[src/rtl/cam_capture_rgb332_if.sv]
// Purpose: camera-bus and frame-buffer write-port bundle for cam_capture_rgb332.
// Signals:
//   Href, Vsync, Datos[7:0]     camera parallel bus (driven by the sensor side)
//   addr[AW-1:0], data[DW-1:0]  frame-buffer write address / RGB332 pixel
//   regwrite                    one-cycle write strobe per stored pixel
//   frame_done                  one-cycle end-of-frame pulse
// Modports: master = capture block, slave = sensor/buffer side.
interface cam_capture_rgb332_if #(
  parameter int unsigned AW = 15,
  parameter int unsigned DW = 8
);
  logic          Href;
  logic          Vsync;
  logic [7:0]    Datos;
  logic [AW-1:0] addr;
  logic [DW-1:0] data;
  logic          regwrite;
  logic          frame_done;

  modport master (
    input  Href, Vsync, Datos,
    output addr, data, regwrite, frame_done
  );

  modport slave (
    output Href, Vsync, Datos,
    input  addr, data, regwrite, frame_done
  );
endinterface

[src/rtl/cam_capture_rgb332.sv]
// Purpose: OV7670 capture stage. Samples Vsync/Href/Datos on PCLK, packs
// RGB565 byte pairs into RGB332 pixels and writes them to a linear frame
// buffer (addr = row*CAM_SCREEN_X + col), clipping to the stored window.
// Ports:
//   clk   camera PCLK, rising-edge sampling
//   rst   asynchronous active-low reset
//   bus   cam_capture_rgb332_if.master (camera bus in, buffer write port out)
module cam_capture_rgb332 #(
  parameter int unsigned AW           = 15,
  parameter int unsigned DW           = 8,
  parameter int unsigned CAM_SCREEN_X = 160,
  parameter int unsigned CAM_SCREEN_Y = 120
) (
  input  logic                  clk,
  input  logic                  rst,
  cam_capture_rgb332_if.master  bus
);

  localparam int unsigned CW = $clog2(CAM_SCREEN_X + 1);
  localparam int unsigned RW = $clog2(CAM_SCREEN_Y + 1);
  localparam int unsigned LW = AW + 1;

  typedef enum logic [2:0] {
    WAIT_VS,
    VS_HIGH,
    LINE_WAIT,
    BYTE1,
    BYTE0
  } state_t;

  state_t        r_state,      w_state_nxt;
  logic [CW-1:0] r_col,        w_col_nxt;
  logic [RW-1:0] r_row,        w_row_nxt;
  logic [AW-1:0] r_wr_ptr,     w_wr_ptr_nxt;
  logic [LW-1:0] r_line_next,  w_line_next_nxt;
  logic [5:0]    r_pix_hi,     w_pix_hi_nxt;
  logic          r_wrote,      w_wrote_nxt;
  logic [AW-1:0] r_addr,       w_addr_nxt;
  logic [DW-1:0] r_data,       w_data_nxt;
  logic          r_regwrite,   w_regwrite_nxt;
  logic          r_frame_done, w_frame_done_nxt;
  logic          w_eol;
  logic          w_in_win;
  logic [DW-1:0] w_pixel;

  // byte0 keeps R4..R2 and G5..G3; byte1 contributes B4..B3
  assign w_pixel  = DW'({r_pix_hi, bus.Datos[4:3]});
  assign w_in_win = (r_col < CW'(CAM_SCREEN_X)) && (r_row < RW'(CAM_SCREEN_Y));

  // State and datapath registers
  always_ff @(posedge clk or negedge rst) begin
    if (!rst) begin
      r_state      <= WAIT_VS;
      r_col        <= '0;
      r_row        <= '0;
      r_wr_ptr     <= '0;
      r_line_next  <= '0;
      r_pix_hi     <= '0;
      r_wrote      <= 1'b0;
      r_addr       <= '0;
      r_data       <= '0;
      r_regwrite   <= 1'b0;
      r_frame_done <= 1'b0;
    end else begin
      r_state      <= w_state_nxt;
      r_col        <= w_col_nxt;
      r_row        <= w_row_nxt;
      r_wr_ptr     <= w_wr_ptr_nxt;
      r_line_next  <= w_line_next_nxt;
      r_pix_hi     <= w_pix_hi_nxt;
      r_wrote      <= w_wrote_nxt;
      r_addr       <= w_addr_nxt;
      r_data       <= w_data_nxt;
      r_regwrite   <= w_regwrite_nxt;
      r_frame_done <= w_frame_done_nxt;
    end
  end

  // Next-state, write and end-of-line logic
  always_comb begin
    w_state_nxt      = r_state;
    w_col_nxt        = r_col;
    w_row_nxt        = r_row;
    w_wr_ptr_nxt     = r_wr_ptr;
    w_line_next_nxt  = r_line_next;
    w_pix_hi_nxt     = r_pix_hi;
    w_wrote_nxt      = r_wrote;
    w_addr_nxt       = r_addr;
    w_data_nxt       = r_data;
    w_regwrite_nxt   = 1'b0;
    w_frame_done_nxt = 1'b0;
    w_eol            = 1'b0;

    case (r_state)
      WAIT_VS: begin
        if (bus.Vsync) w_state_nxt = VS_HIGH;
      end

      VS_HIGH: begin
        if (!bus.Vsync) begin
          w_state_nxt     = LINE_WAIT;
          w_col_nxt       = '0;
          w_row_nxt       = '0;
          w_wr_ptr_nxt    = '0;
          w_line_next_nxt = LW'(CAM_SCREEN_X);
          w_wrote_nxt     = 1'b0;
        end
      end

      LINE_WAIT: begin
        if (bus.Vsync) begin
          w_state_nxt      = VS_HIGH;
          w_frame_done_nxt = r_wrote;
        end else if (bus.Href) begin
          w_pix_hi_nxt = {bus.Datos[7:5], bus.Datos[2:0]};
          w_state_nxt  = BYTE1;
        end
      end

      BYTE1: begin
        if (bus.Vsync) begin
          w_state_nxt      = VS_HIGH;
          w_frame_done_nxt = r_wrote;
        end else if (bus.Href) begin
          w_state_nxt = BYTE0;
          if (w_in_win) begin
            w_regwrite_nxt = 1'b1;
            w_addr_nxt     = r_wr_ptr;
            w_data_nxt     = w_pixel;
            w_wr_ptr_nxt   = r_wr_ptr + AW'(1);
            w_wrote_nxt    = 1'b1;
          end
          if (r_col < CW'(CAM_SCREEN_X)) w_col_nxt = r_col + CW'(1);
        end else begin
          // odd-length line: the held byte 0 is dropped
          w_eol       = 1'b1;
          w_state_nxt = LINE_WAIT;
        end
      end

      BYTE0: begin
        if (bus.Vsync) begin
          w_state_nxt      = VS_HIGH;
          w_frame_done_nxt = r_wrote;
        end else if (bus.Href) begin
          w_pix_hi_nxt = {bus.Datos[7:5], bus.Datos[2:0]};
          w_state_nxt  = BYTE1;
        end else begin
          w_eol       = 1'b1;
          w_state_nxt = LINE_WAIT;
        end
      end

      default: w_state_nxt = WAIT_VS;
    endcase

    // Running line base replaces row*CAM_SCREEN_X; rows past the window freeze it
    if (w_eol) begin
      w_col_nxt = '0;
      if (r_row < RW'(CAM_SCREEN_Y)) begin
        w_row_nxt       = r_row + RW'(1);
        w_wr_ptr_nxt    = AW'(r_line_next);
        w_line_next_nxt = r_line_next + LW'(CAM_SCREEN_X);
      end
    end
  end

  assign bus.addr       = r_addr;
  assign bus.data       = r_data;
  assign bus.regwrite   = r_regwrite;
  assign bus.frame_done = r_frame_done;

endmodule

[src/flat_wrapper.sv]
// flat-port wrapper written by rule: the top's interface ports become plain ports
module cam_capture_rgb332_flat 
#(
  parameter int unsigned AW           = 15,
  parameter int unsigned DW           = 8,
  parameter int unsigned CAM_SCREEN_X = 160,
  parameter int unsigned CAM_SCREEN_Y = 120
)
  (clk, rst, bus_Href, bus_Vsync, bus_Datos, bus_addr, bus_data, bus_regwrite, bus_frame_done);
  cam_capture_rgb332_if #(.AW(AW), .DW(DW)) bus_i ();
  input  logic clk;
  input  logic rst;
  input wire logic [$bits(bus_i.Href)-1:0] bus_Href;
  input wire logic [$bits(bus_i.Vsync)-1:0] bus_Vsync;
  input wire logic [$bits(bus_i.Datos)-1:0] bus_Datos;
  output wire logic [$bits(bus_i.addr)-1:0] bus_addr;
  output wire logic [$bits(bus_i.data)-1:0] bus_data;
  output wire logic [$bits(bus_i.regwrite)-1:0] bus_regwrite;
  output wire logic [$bits(bus_i.frame_done)-1:0] bus_frame_done;
  assign bus_i.Href = bus_Href;
  assign bus_i.Vsync = bus_Vsync;
  assign bus_i.Datos = bus_Datos;
  assign bus_addr = bus_i.addr;
  assign bus_data = bus_i.data;
  assign bus_regwrite = bus_i.regwrite;
  assign bus_frame_done = bus_i.frame_done;
  cam_capture_rgb332 #(.AW(AW), .DW(DW), .CAM_SCREEN_X(CAM_SCREEN_X), .CAM_SCREEN_Y(CAM_SCREEN_Y)) u_core (.clk(clk), .rst(rst), .bus(bus_i));
endmodule
[config.mk]
export PLATFORM = sky130hd
export DESIGN_NAME = cam_capture_rgb332_flat
export DESIGN_NICKNAME = d
export VERILOG_FILES = /design/src/rtl/cam_capture_rgb332_if.sv /design/src/rtl/cam_capture_rgb332.sv /design/src/flat_wrapper.sv
export SDC_FILE = /design/constraint.sdc
export NUM_CORES = 1
export LEC_CHECK = 0
export CAP_MARGIN = 20
export CORE_MARGIN = 4
export CORE_UTILIZATION = 45
export CTS_CLUSTER_SIZE = 24
export DETAILED_ROUTE_END_ITERATION = 8
export PLACE_DENSITY = 0.77
export SYNTH_ARGS = -nofsm -noshare
export SYNTH_HDL_FRONTEND = slang
export SYNTH_SLANG_ARGS = --single-unit
[constraint.sdc]
create_clock -name clk -period 2.85 [get_ports clk]
set_clock_uncertainty 0.05 [all_clocks]
set_input_delay 0.57 -clock clk [delete_from_list [all_inputs] [get_ports clk]]
set_output_delay 0.57 -clock clk [all_outputs]
set_load 0.02 [all_outputs]
==> metrics.cfg <==
[routing]
drt-initial-drc-count = 306
post-route-drc-count = 0
first_pass_iters = 5
antenna_violating_nets_post_route = 0
routed-via-count = 3102
via_per_inst = 5.61
postRouteWirelength_mm = 8.46
detail_route.wl_per_cell_um = 15.3

[yosys]
synth-edff-count = 0
syn-instance-count = 404
synth-seq-cells = 80
synthAdderAreaFrac_pct = 1.32
synth_compound_area_share_pct = 13.8
synth_simple_gate_area_share_pct = 24.3
ys_async_sr_fraction_pct = 100
leading_register_cell_type_out_of_synthesis = sky130_fd_sc_hd__dfrtp_1
synth.lib_cells_used.distinct = 50
mappedNetlistArea_mm2 = 0.00379
synth_sequential_area_ratio_pct = 52.9
dominant_combinational_cell_family_by_area_after_synthesis = simple AND/OR/NAND/NOR gates
synth.yosys.warnings = 0
syn_area_per_cell_um2 = 9.37
synthXorXnorAreaFrac_pct = 0.925
synthesis.nets = 420
synthMuxAreaShare_pct = 3.40

[sta]
worst_pin_slew_ns = 0.669
period_needed_ns = 2.36
fmaxAchievable_ghz = 0.424
final.period_utilization_pct = 82.8
setup_violation_total_in_the_final_timing_report = 0
grt_setup_unrepaired = false
final_count_of_pins_violating_max_slew = 0
hold_viol_final = 0
setup_tns_after_final_layout_ns = 0
max-slew-margin-rel_pct = 55.4

[cells_and_area]
finalNetCount = 459
fillCellCount = 698
areaGrowthSynthToFinish_pct = 18.5
drive_gt1_share_pct = 9.38
layoutNonFillerInstCount = 553
num_antenna_cells = 0

[critical_path]
startpoint = u_core.r_state[2]$_DFFE_PN0P_
timing.critical_path.fanout_max = 13
worstPathArrival_ns = 2.59
path_delay_family = simple AND/OR/NAND/NOR gates
critPathRequiredTime_ns = 3.08
end_kind = flop
crit_path_cell_trace = or3b_4 > a2111o_1 > or3_1 > a21oi_1
worst-path-buf-inv = 0
critical-path-max-stage-delay_ns = 0.64
startpoint_type = flop
timing_worst_setup_path_type = reg -> reg
worst_path_max_delay_cell = sky130_fd_sc_hd__a2111o_1
reg2reg_from = u_core.r_state[2]$_DFFE_PN0P_

[clock_network]
clk_root_buffer_cell = sky130_fd_sc_hd__clkbuf_8
tritoncts = yes
postCtsSetupRepairBufs = 0
ctsLongestPathBuffers = 2
cts_hold_repair.buffers = 0
cts-buffers-inserted = 9
clkLatencyLatePin_ns = 0.35
cts_repair_resize_count = 0
clock-sinks = 80
level_count_of_the_clock_h_tree = 3
clk_pin_slew_ns = 0.09

[power_and_ir_drop]
vdd.ir_drop.worst_mv = 0.378
share_seq_of_total_power_pct = 48.7
power.static_leakage_nw = 2.07
power.switching_mw = 1.02
power_switching_share_pct = 32.5
share_comb_of_total_power_pct = 24.0
cellPowerDensity_mw_per_mm2 = 698
clock_power_share_pct = 27.3
internal_power_mw = 2.11

[floorplanning]
num_rows = 33
floorplan.die_area_mm2 = 0.00995
start_util_pct = 46.1
chipHeight_um = 99.7
coreArea_mm2 = 0.00822
dieWidth_um = 99.7
io_pins = 37

[global_route]
antenna_violations_before_repair = 0
grt.met3_usage_pct = 3.58
global_route_wire_length_before_repair_mm = 14.4
globalRouteMet2Util_pct = 28.5
global_route.usage.total_pct = 18.1
pin_count_of_the_biggest_net_entering_global_routing = 49
first_global_vias = 2922
top_usage_layer = met2
gr-total-overflow = 0
gr-usage-met1_pct = 24.9

[hold_path]
min-delay-path-class = in -> async

[run_status]
run_status = completed

[place]
dp_hpwl_mm = 5.84
dpl.cell_count = 537
place_congestion = 0.932
place.port_buffers = 36

[run]
timing.max_cap.violations = 0

## cells in the mapped netlist, types with 2 or more instances
master | instances | share of area, %
sky130_fd_sc_hd__a211o_1 | 2 | 0.46
sky130_fd_sc_hd__a21oi_1 | 22 | 2.9
sky130_fd_sc_hd__a31oi_1 | 13 | 2.1
sky130_fd_sc_hd__a41oi_1 | 2 | 0.46
sky130_fd_sc_hd__and2_1 | 6 | 0.99
sky130_fd_sc_hd__and3_1 | 6 | 0.99
sky130_fd_sc_hd__and4_1 | 3 | 0.69
sky130_fd_sc_hd__buf_2 | 3 | 0.40
sky130_fd_sc_hd__buf_6 | 2 | 0.59
sky130_fd_sc_hd__clkbuf_1 | 15 | 1.5
sky130_fd_sc_hd__dfrtp_1 | 80 | 53
sky130_fd_sc_hd__ha_1 | 4 | 1.3
sky130_fd_sc_hd__inv_1 | 9 | 0.89
sky130_fd_sc_hd__mux2_2 | 7 | 2.1
sky130_fd_sc_hd__mux2i_1 | 5 | 1.3
sky130_fd_sc_hd__nand2_1 | 96 | 9.5
sky130_fd_sc_hd__nand2b_1 | 3 | 0.50
sky130_fd_sc_hd__nand3_1 | 14 | 1.9
sky130_fd_sc_hd__nand3b_1 | 3 | 0.59
sky130_fd_sc_hd__nand4_1 | 9 | 1.5
sky130_fd_sc_hd__nor2_1 | 23 | 2.3
sky130_fd_sc_hd__nor2b_1 | 2 | 0.33
sky130_fd_sc_hd__nor3_1 | 7 | 0.92
sky130_fd_sc_hd__nor4_1 | 5 | 0.83
sky130_fd_sc_hd__o211ai_1 | 4 | 0.79
sky130_fd_sc_hd__o21a_1 | 5 | 0.99
sky130_fd_sc_hd__o21ai_0 | 22 | 2.9
sky130_fd_sc_hd__o311ai_0 | 2 | 0.46
sky130_fd_sc_hd__or3_1 | 7 | 1.2
sky130_fd_sc_hd__xor2_1 | 3 | 0.69
## placed cells by master, fill, tap and decap left out, drive strengths merged, types with 7 or more instances in the layout
cell type and count:
nand2 96, dfrtp 80, clkdlybuf4s50 35, nor2 24, a21oi 22, o21ai 22, nand3 14, a31oi 13
buf 13, inv 12, nand4 9, clkbuf 9, or3 7, nor3 7, mux2 7
## stage by stage
step	power [mW]	cell area [um2]	utilization, %	hold WS, ns	setup WS (ns)
6_report	3.13	4490	54.6	0.176	0.490
3_5_place_dp	2.30	4290	52.2	0.406	0.278
3_3_place_gp	2.28	4290	52.2	0.393	0.336
4_1_cts	3.16	4490	54.6	0.197	0.500
5_1_grt	3.32	4490	54.6	0.219	0.296
2_1_floorplan	1.93	3790	-	0.224	0.778
## routing by layer
layer | share of wire, % | wire length (um)
met4 | 1.4 | 115
met2 | 48 | 4080
met1 | 45 | 3850
met3 | 4.8 | 408
met5 | 0 | 0
## state kept, by name, indices dropped and copies added, names as in the netlist
name / flops
u_core.r_row: 7
u_core.bus.data: 8
u_core.bus.regwrite: 1
u_core.r_state: 3
u_core.r_col: 8
u_core.bus.frame_done: 1
u_core.r_wr_ptr: 15
u_core.r_line_next: 15
u_core.r_pix_hi: 6
u_core.bus.addr: 15
u_core.r_wrote: 1
## kinds of logic (layout without fill, tap and decap cells)
family | Yosys count | count (layout)
flops | 80 | 80
xor+xnor | 4 | 4
compound gates | 82 | 82
mux | 12 | 12
buf+inv | 29 | 73
fa+ha+maj | 4 | 4
simple gates | 193 | 193
## power groups by stage
stage	registers, mW	logic, mW	clock network [mW]
after floorplan	1.62	0.312	0
after global placement	1.54	0.743	0
after detailed placement	1.54	0.758	0
after CTS	1.52	0.761	0.875
after global routing	1.55	0.824	0.940
final	1.53	0.753	0.855
## area by class of cell
class	instances	area [um2]	share of cell area, %
clock inverter	7	78.8	1.76
clock buffer	9	124	2.76
tap	105	131	2.93
timing repair buffer	48	460	10.3
sequential	80	2000	44.6
multi-input combinational	295	1660	36.9
inverter	9	33.8	0.753
## worst paths after layout
check                      cells after the start  slack, ns                              end
max                                            4       0.49  u_core.r_line_next[8]$_DFF_PN0_
min                                            1       0.18   u_core.bus.addr[5]$_DFFE_PN0P_
max reg2reg                                    4       0.49  u_core.r_line_next[8]$_DFF_PN0_
min reg2reg                                    2       0.42   u_core.bus.data[5]$_DFFE_PN0P_
max in group asynchronous                      2       1.98    u_core.r_wr_ptr[14]$_DFF_PN0_
min in group clk                               2       0.42   u_core.bus.data[5]$_DFFE_PN0P_
Power figures use the tool's default switching activity.
